### src/rtl/dbus_ctrl_pkg.sv
`default_nettype none
// ============================================================================
// Module      : dbus_ctrl_pkg
// Description : Shared types for the data-side bus controller. The package
//               holds the memory-access size and type encodings, the
//               controller state encoding and the latched request record.
// Ports       : none (package)
// Revision    : 1.0 - initial release
// ============================================================================
package dbus_ctrl_pkg;

    // Widths of the latched request record. The controller's ADDR_W/DATA_W
    // parameters are expected to match these.
    localparam int DBUS_ADDR_W = 32;
    localparam int DBUS_DATA_W = 32;
    localparam int DBUS_STRB_W = DBUS_DATA_W / 8;

    // Access size as presented on the bus (bytes = 1 << encoding).
    typedef enum logic [2:0] {
        MSIZE1 = 3'd0,
        MSIZE2 = 3'd1,
        MSIZE4 = 3'd2
    } msize_t;

    // Memory operation type from the decoder.
    typedef enum logic [3:0] {
        MEM_NONE = 4'd0,
        MEM_LB   = 4'd1,
        MEM_LBU  = 4'd2,
        MEM_LH   = 4'd3,
        MEM_LHU  = 4'd4,
        MEM_LW   = 4'd5,
        MEM_SB   = 4'd6,
        MEM_SH   = 4'd7,
        MEM_SW   = 4'd8
    } mem_type_t;

    // Controller states.
    typedef enum logic [2:0] {
        S_IDLE  = 3'd0,
        S_REQ   = 3'd1,
        S_WAIT  = 3'd2,
        S_DONE  = 3'd3,
        S_DRAIN = 3'd4
    } dbus_state_t;

    // Request fields held while the bus has not yet accepted the request.
    typedef struct packed {
        logic                   write;
        logic [DBUS_ADDR_W-1:0] addr;
        msize_t                 size;
        logic [DBUS_DATA_W-1:0] data;
        logic [DBUS_STRB_W-1:0] strobe;
    } dbus_req_t;

endpackage : dbus_ctrl_pkg
`default_nettype wire

### src/rtl/dbus_ctrl_load_extend.sv
`default_nettype none
// ============================================================================
// Module      : load_extend
// Description : Combinational load lane select and sign/zero extension.
//               Picks the byte or halfword addressed by the low address bits
//               and extends it according to the load type; word loads and
//               any non-load type pass the data through unchanged.
// Ports       : data_i      - raw bus response word
//               off_i       - byte offset within the word
//               mem_type_i  - load type (MEM_LB/LBU/LH/LHU/LW)
//               data_o      - extended load result
// Revision    : 1.0 - initial release
// ============================================================================
module load_extend
    import dbus_ctrl_pkg::*;
#(
    parameter int DATA_W = 32,
    parameter int OFF_W  = $clog2(DATA_W / 8)
) (
    input  logic [DATA_W-1:0] data_i,
    input  logic [OFF_W-1:0]  off_i,
    input  mem_type_t         mem_type_i,
    output logic [DATA_W-1:0] data_o
);

    logic [7:0]  w_byte;
    logic [15:0] w_half;

    // Halfword lanes ignore the lowest offset bit (aligned halfwords).
    assign w_byte = data_i[8*off_i +: 8];
    assign w_half = data_i[16*off_i[OFF_W-1:1] +: 16];

    always_comb begin
        data_o = data_i;
        case (mem_type_i)
            MEM_LB:  data_o = {{(DATA_W-8){w_byte[7]}}, w_byte};
            MEM_LBU: data_o = {{(DATA_W-8){1'b0}}, w_byte};
            MEM_LH:  data_o = {{(DATA_W-16){w_half[15]}}, w_half};
            MEM_LHU: data_o = {{(DATA_W-16){1'b0}}, w_half};
            default: data_o = data_i;
        endcase
    end

endmodule : load_extend
`default_nettype wire

### src/rtl/dbus_ctrl.sv
`default_nettype none
// ============================================================================
// Module      : dbus_ctrl
// Description : Data-side bus controller downstream of the memory stage.
//               Issues one load/store at a time over a two-phase bus
//               handshake (addr_ok then data_ok), holds the load result for
//               the memory stage and stalls the pipeline while a transaction
//               is outstanding.
//               Optional build macro DBUS_LOAD_EXT_EN adds the mem_type input
//               and applies byte/halfword lane select and extension to load
//               data as it is captured.
// Ports       : clk, reset          - clock, synchronous active-high reset
//               rvalid/wvalid       - load / store request from memory stage
//               addr/size/wdata/strobe - request fields
//               flush               - squash the memory-stage request
//               advance             - pipeline moves M->W this cycle
//               dreq_*              - bus request channel
//               addr_ok/data_ok/rdata - bus handshake and response
//               rd                  - held load result
//               busy                - stall request to the hazard unit
// Revision    : 1.0 - initial release
// ============================================================================
module dbus_ctrl
    import dbus_ctrl_pkg::*;
#(
    parameter int ADDR_W = 32,
    parameter int DATA_W = 32
) (
    input  logic                clk,
    input  logic                reset,
    input  logic                rvalid,
    input  logic                wvalid,
    input  logic [ADDR_W-1:0]   addr,
    input  logic [2:0]          size,
    input  logic [DATA_W-1:0]   wdata,
    input  logic [DATA_W/8-1:0] strobe,
    input  logic                flush,
    input  logic                advance,
`ifdef DBUS_LOAD_EXT_EN
    input  mem_type_t           mem_type,
`endif
    output logic                dreq_valid,
    output logic                dreq_write,
    output logic [ADDR_W-1:0]   dreq_addr,
    output logic [2:0]          dreq_size,
    output logic [DATA_W-1:0]   dreq_data,
    output logic [DATA_W/8-1:0] dreq_strobe,
    input  logic                addr_ok,
    input  logic                data_ok,
    input  logic [DATA_W-1:0]   rdata,
    output logic [DATA_W-1:0]   rd,
    output logic                busy
);

    localparam int STRB_W = DATA_W / 8;

    dbus_state_t         state_q;
    dbus_req_t           req_q;
    logic [DATA_W-1:0]   result_q;

    logic                w_req_any;
    logic                w_issue;
    logic                w_both_ok;
    logic                w_cap_is_load;
    logic [DATA_W-1:0]   w_cap_data;
    dbus_req_t           w_new_req;

    // A live request from the memory stage; a flushed one is never issued.
    assign w_req_any = (rvalid | wvalid) & ~flush;

    // Issue straight from the inputs in IDLE, or in DONE when the pipeline
    // advances with the next request already waiting (no bubble).
    assign w_issue   = w_req_any & ((state_q == S_IDLE) |
                                    ((state_q == S_DONE) & advance));
    assign w_both_ok = addr_ok & data_ok;

    // Loads carry no write data or byte enables on the bus.
    always_comb begin
        w_new_req        = '0;
        w_new_req.write  = wvalid;
        w_new_req.addr   = DBUS_ADDR_W'(addr);
        w_new_req.size   = msize_t'(size);
        w_new_req.data   = wvalid ? DBUS_DATA_W'(wdata) : '0;
        w_new_req.strobe = wvalid ? DBUS_STRB_W'(strobe) : '0;
    end

    // Capture happens either in the issue cycle (fields from the inputs)
    // or later (fields from the latched request).
    assign w_cap_is_load = w_issue ? ~wvalid : ~req_q.write;

`ifdef DBUS_LOAD_EXT_EN
    localparam int OFF_W = $clog2(STRB_W);

    mem_type_t           mem_type_q;
    logic [OFF_W-1:0]    w_cap_off;
    mem_type_t           w_cap_type;

    assign w_cap_off  = w_issue ? addr[OFF_W-1:0] : req_q.addr[OFF_W-1:0];
    assign w_cap_type = w_issue ? mem_type : mem_type_q;

    load_extend #(
        .DATA_W (DATA_W),
        .OFF_W  (OFF_W)
    ) u_load_extend (
        .data_i     (rdata),
        .off_i      (w_cap_off),
        .mem_type_i (w_cap_type),
        .data_o     (w_cap_data)
    );

    always_ff @(posedge clk) begin
        if (reset) begin
            mem_type_q <= MEM_NONE;
        end else if (w_issue) begin
            mem_type_q <= mem_type;
        end
    end
`else
    assign w_cap_data = rdata;
`endif

    // ------------------------------------------------------------------
    // Bus request channel and stall output
    // ------------------------------------------------------------------
    always_comb begin
        dreq_valid  = 1'b0;
        dreq_write  = 1'b0;
        dreq_addr   = '0;
        dreq_size   = '0;
        dreq_data   = '0;
        dreq_strobe = '0;
        busy        = 1'b0;

        if (!reset) begin
            if (w_issue) begin
                // Same-cycle pass-through of the memory-stage request.
                dreq_valid  = 1'b1;
                dreq_write  = w_new_req.write;
                dreq_addr   = ADDR_W'(w_new_req.addr);
                dreq_size   = w_new_req.size;
                dreq_data   = DATA_W'(w_new_req.data);
                dreq_strobe = STRB_W'(w_new_req.strobe);
            end else if (state_q == S_REQ) begin
                // Held from the register until the bus accepts it, even in
                // a flush cycle.
                dreq_valid  = 1'b1;
                dreq_write  = req_q.write;
                dreq_addr   = ADDR_W'(req_q.addr);
                dreq_size   = req_q.size;
                dreq_data   = DATA_W'(req_q.data);
                dreq_strobe = STRB_W'(req_q.strobe);
            end

            // Stall ends in the very cycle the response shows up.
            case (state_q)
                S_IDLE,
                S_DONE:  busy = w_issue & ~w_both_ok;
                S_REQ:   busy = ~w_both_ok;
                S_WAIT:  busy = ~data_ok;
                S_DRAIN: busy = (rvalid | wvalid) & ~data_ok;
                default: busy = 1'b0;
            endcase
        end
    end

    assign rd = result_q;

    // ------------------------------------------------------------------
    // Controller state machine
    // ------------------------------------------------------------------
    always_ff @(posedge clk) begin
        if (reset) begin
            state_q  <= S_IDLE;
            req_q    <= '0;
            result_q <= '0;
        end else begin
            case (state_q)
                S_IDLE,
                S_DONE: begin
                    if (w_issue) begin
                        req_q <= w_new_req;
                        if (w_both_ok) begin
                            if (w_cap_is_load) begin
                                result_q <= w_cap_data;
                            end
                            state_q <= S_DONE;
                        end else if (addr_ok) begin
                            state_q <= S_WAIT;
                        end else begin
                            state_q <= S_REQ;
                        end
                    end else if ((state_q == S_DONE) && (flush || advance)) begin
                        state_q <= S_IDLE;
                    end
                end

                S_REQ: begin
                    if (addr_ok) begin
                        if (flush) begin
                            // Accepted in the flush cycle: the response
                            // still has to be consumed and discarded.
                            state_q <= data_ok ? S_IDLE : S_DRAIN;
                        end else if (data_ok) begin
                            if (w_cap_is_load) begin
                                result_q <= w_cap_data;
                            end
                            state_q <= S_DONE;
                        end else begin
                            state_q <= S_WAIT;
                        end
                    end else if (flush) begin
                        state_q <= S_IDLE;
                    end
                end

                S_WAIT: begin
                    if (data_ok) begin
                        if (flush) begin
                            state_q <= S_IDLE;
                        end else begin
                            if (w_cap_is_load) begin
                                result_q <= w_cap_data;
                            end
                            state_q <= S_DONE;
                        end
                    end else if (flush) begin
                        state_q <= S_DRAIN;
                    end
                end

                S_DRAIN: begin
                    if (data_ok) begin
                        state_q <= S_IDLE;
                    end
                end

                default: state_q <= S_IDLE;
            endcase
        end
    end

endmodule : dbus_ctrl
`default_nettype wire

### config.mk
export PLATFORM = sky130hd
export DESIGN_NAME = dbus_ctrl
export DESIGN_NICKNAME = d
export VERILOG_FILES = /design/src/rtl/dbus_ctrl_pkg.sv /design/src/rtl/dbus_ctrl_load_extend.sv /design/src/rtl/dbus_ctrl.sv
export SDC_FILE = /design/constraint.sdc
export NUM_CORES = 1
export LEC_CHECK = 0
export ABC_CLOCK_PERIOD_IN_PS = 6200
export BUFFER_PORTS_ARGS = -buffer_cell sky130_fd_sc_hd__buf_2
export CAP_MARGIN = 20
export CELL_PAD_IN_SITES_DETAIL_PLACEMENT = 1
export CELL_PAD_IN_SITES_GLOBAL_PLACEMENT = 2
export CORE_ASPECT_RATIO = 0.75
export CORE_MARGIN = 2
export CORE_UTILIZATION = 28
export DETAILED_ROUTE_END_ITERATION = 7
export GPL_TIMING_DRIVEN = 0
export HOLD_SLACK_MARGIN = 0.05
export PLACE_DENSITY_LB_ADDON = 0.1
export SYNTH_ARGS = -nofsm -noshare
export SYNTH_HDL_FRONTEND = slang
export SYNTH_SLANG_ARGS = --single-unit
### constraint.sdc
create_clock -name clk -period 6.2 [get_ports clk]
set_clock_uncertainty 0.15 [all_clocks]
set_input_delay 1.24 -clock clk [delete_from_list [all_inputs] [get_ports clk]]
set_output_delay 1.24 -clock clk [all_outputs]
set_load 0.02 [all_outputs]
==> impl_metrics.tcl, run 1 <==
set metrics [dict create \
    cp_max_fo 10 \
    drtPass1Iterations 4 \
    die_area_um2 19000 \
    rows 42 \
    synth_flop_cell "dfxtp_1" \
    num_antenna_cells 0 \
    gr-total-overflow 0 \
    most-common-layout-cells "222 x buf_2, 114 x nand2_1, 107 x dfxtp_1" \
    maxSlewViolCount 0 \
    seq_area_frac_synth 0.427 \
    viasPerCell 4.49 \
    cp_data_arrival_time_ns 3.35 \
    cp.required_ns 4.81 \
    min-delay-start "req_q[31]$_SDFFE_PP0P_" \
    root_buffer "clkbuf_16" \
    power.density_nw_per_um2 260 \
    wl_per_cell_um 15.0 \
    grt_use_total 0.171 \
    vias 4792 \
    drive_gt1_frac 0.365 \
    ctsResizeCount 0 \
    pwr-share-comb 0.215 \
    path_clk_slew_ns 0.07 \
    async_reset_ff_frac 0 \
    portBuffers 214 \
    rsz0062_at_grt "no" \
    syn_area_per_cell_um2 8.43 \
    grt_pass1_vias 4996 \
    reg2reg_to "req_q[21]$_SDFFE_PP0P_" \
    start_util 0.285 \
    clkPwrFrac 0.354 \
    cap_violations 0 \
    rr_worst_depth 7 \
    synth_edf_count 0 \
    gp_congestion 0.805 \
    fin_crit_ns 4.74 \
    hold_path_end "req_q[31]$_SDFFE_PP0P_" \
    finalCritPeriodShare 0.765 \
    syn_to_final_growth_pct 33.6 \
    layout_setup_ws_ns 1.46 \
    fillerInstances 2196 \
    ir_drop_mv 0.112 \
    numCtsBuffers 9 \
    netlist_area_um2 5010 \
    ys_warn_count 0 \
    ant_nets 0 \
    outcome "finished, final reports clean" \
    wl_mm 16.0 \
    startpoint_type "input pin" \
    post-dp-hpwl_mm 12.2 \
    ys_seq_elements 107 \
    die_width_um 159 \
    clock_path_buffers 2 \
    hold_viol_final 0 \
    setup_viol 0 \
    htree_levels 3 \
    cts_tree "done" \
    antenna_found_initial 0 \
    r2r-start "state_q[1]$_SDFFE_PP0P_" \
    drt_iter0_drc 159 \
    syn_inst 595 \
    nets 931 \
    timing.hold.ws_ns 0.309 \
    slew-limit-headroom 0.599 \
    post_cts_buffers 0 \
    fmaxAchievable_mhz 211 \
    yosys.area.top_type_share 0.427 \
    grt_max_degree 17 \
    setup_tns_ns 0 \
    grt_first_pass_wirelength_mm 25.6 \
    clkLatencyLatePin_ns 0.34 \
    io-pin-count 217 \
    switchingPower_uw 510 \
    yosysUniqueCellTypes 38 \
    endpoint_kind "primary output" \
    p_int_mw 1.23 \
    tightest_slew_ns 0.601 \
    cts_hold_buf 0 \
    reg2reg_slack_ns 3.85 \
    preCtsSetupSlack_ns 1.46 \
    synth_area_leaders "dfxtp_1 43%, mux2i_1 13%, or2b_2 9.6%" \
    cellLeakagePower_nw 2.95 \
    die_h_um 120 \
    holdPathStages 2 \
    yosysTopAreaCell "dfxtp_1" \
    coreArea_um2 17600 \
    syn-num-nets 706 \
    pwr-share-seq 0.431 \
    layout_commonest_cell "buf_2" \
    crit_type "input pin to primary output" \
    cts_sinks 107 \
    swShare 0.292 \
    drc 0 \
    hold_path.class "flop to flop" \
]
-- registers in the layout, indices dropped and copies added (netlist names) --
register  count
req_q        72
rd           32
state_q       3
-- cells by family (layout without fill, tap and decap cells) --
family                 Yosys count  in the layout  synth area share
and+or+nand+nor                265            265             0.267
buffers and inverters           54            284            0.0549
AOI/OAI and AO/OA              104            104             0.122
muxes                           65             65             0.130
DFF                            107            107             0.427
-- metrics by stage --
stage | total power [mW] | util | instance area, µm² | cells
after floorplan | 1.01 | - | 5010 | 595
after global placement | 1.13 | 0.363 | 6390 | 1051
after detailed placement | 1.15 | 0.363 | 6390 | 1051
after CTS | 1.78 | 0.381 | 6700 | 1067
after global routing | 1.84 | 0.381 | 6700 | 1067
final | 1.74 | 0.381 | 6700 | 1067
-- per-layer routing --
layer / global-route usage / vias to the layer above / share of wire
li1: - / 2401 / -
met1: 0.225 / 2260 / 0.46
met2: 0.277 / 120 / 0.46
met3: 0.0477 / 11 / 0.069
met4: 0.0405 / 0 / 0.0097
met5: 0 / - / 0
-- critical path, cell delays in order --
cell	delay (ns)
buf_2	0.14
or2_0	0.19
buf_2	0.16
a211oi_1	0.34
clkbuf_1	0.47
buf_2	0.32
nand2_1	0.13
a21oi_1	0.16
buf_2	0.19
-- worst max-delay path by stage --
stage	start	end	slack [ns]	cells after the start
finish	flush	dreq_data[13]	1.46	9
floorplan	flush	dreq_data[23]	2.06	7
detailed placement	flush	dreq_data[13]	1.46	9
CTS	flush	dreq_data[13]	1.45	9
global route	flush	dreq_data[14]	1.20	9
global placement	flush	dreq_data[13]	1.43	9
-- area by class of cell --
type | instances | area (µm²) | area share
inverter | 6 | 22.5 | 0.00336
clock inverter | 4 | 75.1 | 0.0112
buffer | 48 | 253 | 0.0377
multi-input combinational | 434 | 2600 | 0.388
clock buffer | 12 | 236 | 0.0353
sequential | 107 | 2140 | 0.320
timing repair buffer | 214 | 1070 | 0.160
tap | 242 | 303 | 0.0452
-- synthesized netlist by cell type, types with 2 or more instances --
library cell / count
mux2i_1: 65
nand2_1: 114
buf_2: 8
o31ai_1: 2
clkbuf_8: 2
nand2b_1: 14
a21oi_1: 81
dfxtp_1: 107
a21o_1: 2
nor2_1: 72
buf_8: 3
nor2b_1: 2
clkbuf_1: 32
inv_1: 6
a2111o_1: 2
a221oi_1: 3
a211oi_1: 3
o21ai_0: 2
o32ai_1: 2
or2b_2: 55
-- power groups by stage --
| stage | logic (mW) | registers, mW | clock network [mW] |
|---|---|---|---|
| 2_1_floorplan | 0.236 | 0.776 | 0 |
| 5_1_grt | 0.416 | 0.757 | 0.669 |
| 3_5_place_dp | 0.381 | 0.767 | 0 |
| 6_report | 0.375 | 0.751 | 0.617 |
| 4_1_cts | 0.382 | 0.751 | 0.644 |
| 3_3_place_gp | 0.370 | 0.764 | 0 |
Note: power is estimated with default switching activity, not from simulation.
==> inputs of run 2 (changes only) <==
--- a/config.mk
+++ b/config.mk
@@ -5,14 +5,14 @@
 export SDC_FILE = /design/constraint.sdc
 export NUM_CORES = 1
 export LEC_CHECK = 0
-export ABC_CLOCK_PERIOD_IN_PS = 6200
+export ABC_CLOCK_PERIOD_IN_PS = 4800
 export BUFFER_PORTS_ARGS = -buffer_cell sky130_fd_sc_hd__buf_2
 export CAP_MARGIN = 20
 export CELL_PAD_IN_SITES_DETAIL_PLACEMENT = 1
 export CELL_PAD_IN_SITES_GLOBAL_PLACEMENT = 2
 export CORE_ASPECT_RATIO = 0.75
 export CORE_MARGIN = 2
-export CORE_UTILIZATION = 28
+export CORE_UTILIZATION = 26
 export DETAILED_ROUTE_END_ITERATION = 7
 export GPL_TIMING_DRIVEN = 0
 export HOLD_SLACK_MARGIN = 0.05
==> constraint.sdc (replaced) <==
create_clock -name clk -period 4.8 [get_ports clk]
set_clock_uncertainty 0.15 [all_clocks]
set_input_delay 0.96 -clock clk [delete_from_list [all_inputs] [get_ports clk]]
set_output_delay 0.96 -clock clk [all_outputs]
set_load 0.02 [all_outputs]
==> impl_metrics.tcl, run 2 (same netlist as run 1, synthesis figures left out) <==
set metrics [dict create \
    vias 4782 \
    startpoint_type "input pin" \
    htree_levels 3 \
    crit_path_start "flush" \
    setup_tns_ns 0 \
    rows 43 \
    grt_first_pass_wirelength_mm 25.7 \
    rsz0062_at_grt "no" \
    cp.required_ns 3.69 \
    wl_per_cell_um 15.3 \
    crit_type "input pin to primary output" \
    die_width_um 164 \
    r2r-start "state_q[1]$_SDFFE_PP0P_" \
    viasPerCell 4.46 \
    postPlaceCellArea_um2 6390 \
    clkLatencyLatePin_ns 0.34 \
    min-delay-start "req_q[14]$_SDFFE_PP0P_" \
    io-pin-count 217 \
    drive_gt1_frac 0.367 \
    tightest_slew_ns 0.631 \
    post-route-util 0.359 \
    wl_mm 16.4 \
    post-dp-hpwl_mm 12.7 \
    slew-limit-headroom 0.579 \
    stdcell_count 1073 \
    syn_to_final_growth_pct 33.8 \
    power.density_nw_per_um2 335 \
    post-place-cells 1056 \
    gp_congestion 0.787 \
    post_cts_buffers 0 \
    total_power_mw 2.25 \
    cp_data_arrival_time_ns 3.08 \
    start_util 0.269 \
    cp_max_fo 10 \
    worstPathCellList "buf_2 > or2_0 > buf_2 > a211oi_1 > clkbuf_1 > buf_2 > nand2_1 > a21oi_1 > buf_2" \
    setup_viol 0 \
    layout_commonest_cell "buf_2" \
    drc 0 \
    cts_hold_buf 0 \
    fin_crit_ns 4.19 \
    path_buf_inv 5 \
    coreArea_um2 18700 \
    largest_reg_flops 72 \
    fmaxAchievable_mhz 239 \
    max_stage_delay_ns 0.49 \
    endpoint_kind "primary output" \
    drtPass1Iterations 4 \
    grt_use_total 0.159 \
    layout_setup_ws_ns 0.613 \
    die_h_um 124 \
    grt_pass1_vias 5058 \
    most-common-layout-cells "222 x buf_2, 114 x nand2_1, 107 x dfxtp_1" \
    timing.hold.ws_ns 0.309 \
    cpMostUsedCell "buf_2" \
    finalCritPeriodShare 0.872 \
    gr-total-overflow 0 \
    root_buffer "clkbuf_16" \
    hold_path.class "flop to flop" \
    crit_family "buffers and inverters" \
    hold_viol_final 0 \
    cts_sinks 107 \
    numCtsBuffers 9 \
    cpMaxStageDelayCell "clkbuf_1" \
    ctsResizeCount 0 \
    ir_drop_mv 0.172 \
    cts_tree "done" \
    die_area_um2 20400 \
    cellLeakagePower_nw 2.97 \
    antenna_found_initial 1 \
    outcome "finished, final reports clean" \
    path_clk_slew_ns 0.07 \
    portBuffers 214 \
    clock_path_buffers 2 \
    fin_area_um2 6710 \
    top_register "req_q" \
    cap_violations 0 \
    grt_max_degree 18 \
    drt_iter0_drc 181 \
    nets 931 \
    ant_nets 0 \
    preCtsSetupSlack_ns 0.605 \
    maxSlewViolCount 0 \
]
run 2: worst reg2reg max path: stages (launching register included):
cell and delay, ns:
dfxtp_1 0.34, or2_1 0.22, clkbuf_4 0.18, a211oi_1 0.31
clkbuf_1 0.49, buf_2 0.34, nand2_1 0.11, a21oi_1 0.13
run 2: routing by layer:
layer	wire (µm)	up-vias	track usage
met4	199	0	0.0397
met3	1210	13	0.0539
li1	-	2410	-
met1	7470	2235	0.199
met2	7560	124	0.261
met5	0	-	0
run 2: cell type report:
cell class                 instances  area (µm²)
clock inverter                     4        56.3
timing repair buffer             214        1070
clock buffer                      12         256
sequential                       107        2140
multi-input combinational        434        2600
fill                            2251       12000
tap                              247         309
buffer                            48         253
antenna                            1        2.50
inverter                           6        22.5
run 2: worst paths after layout:
kind / slack, ns / endpoint / depth (start not counted)
hold reg to reg: 0.31 / req_q[14]$_SDFFE_PP0P_ / 2
hold / removal: 0.31 / req_q[14]$_SDFFE_PP0P_ / 2
setup / recovery: 0.61 / dreq_data[14] / 9
setup reg to reg: 2.46 / req_q[17]$_SDFFE_PP0P_ / 7
run 2: report_power, final:
group          total [mW]  internal (mW)  switching [mW]
Clock               0.789          0.439           0.350
Sequential          0.970          0.946          0.0237
Combinational       0.486          0.188           0.299
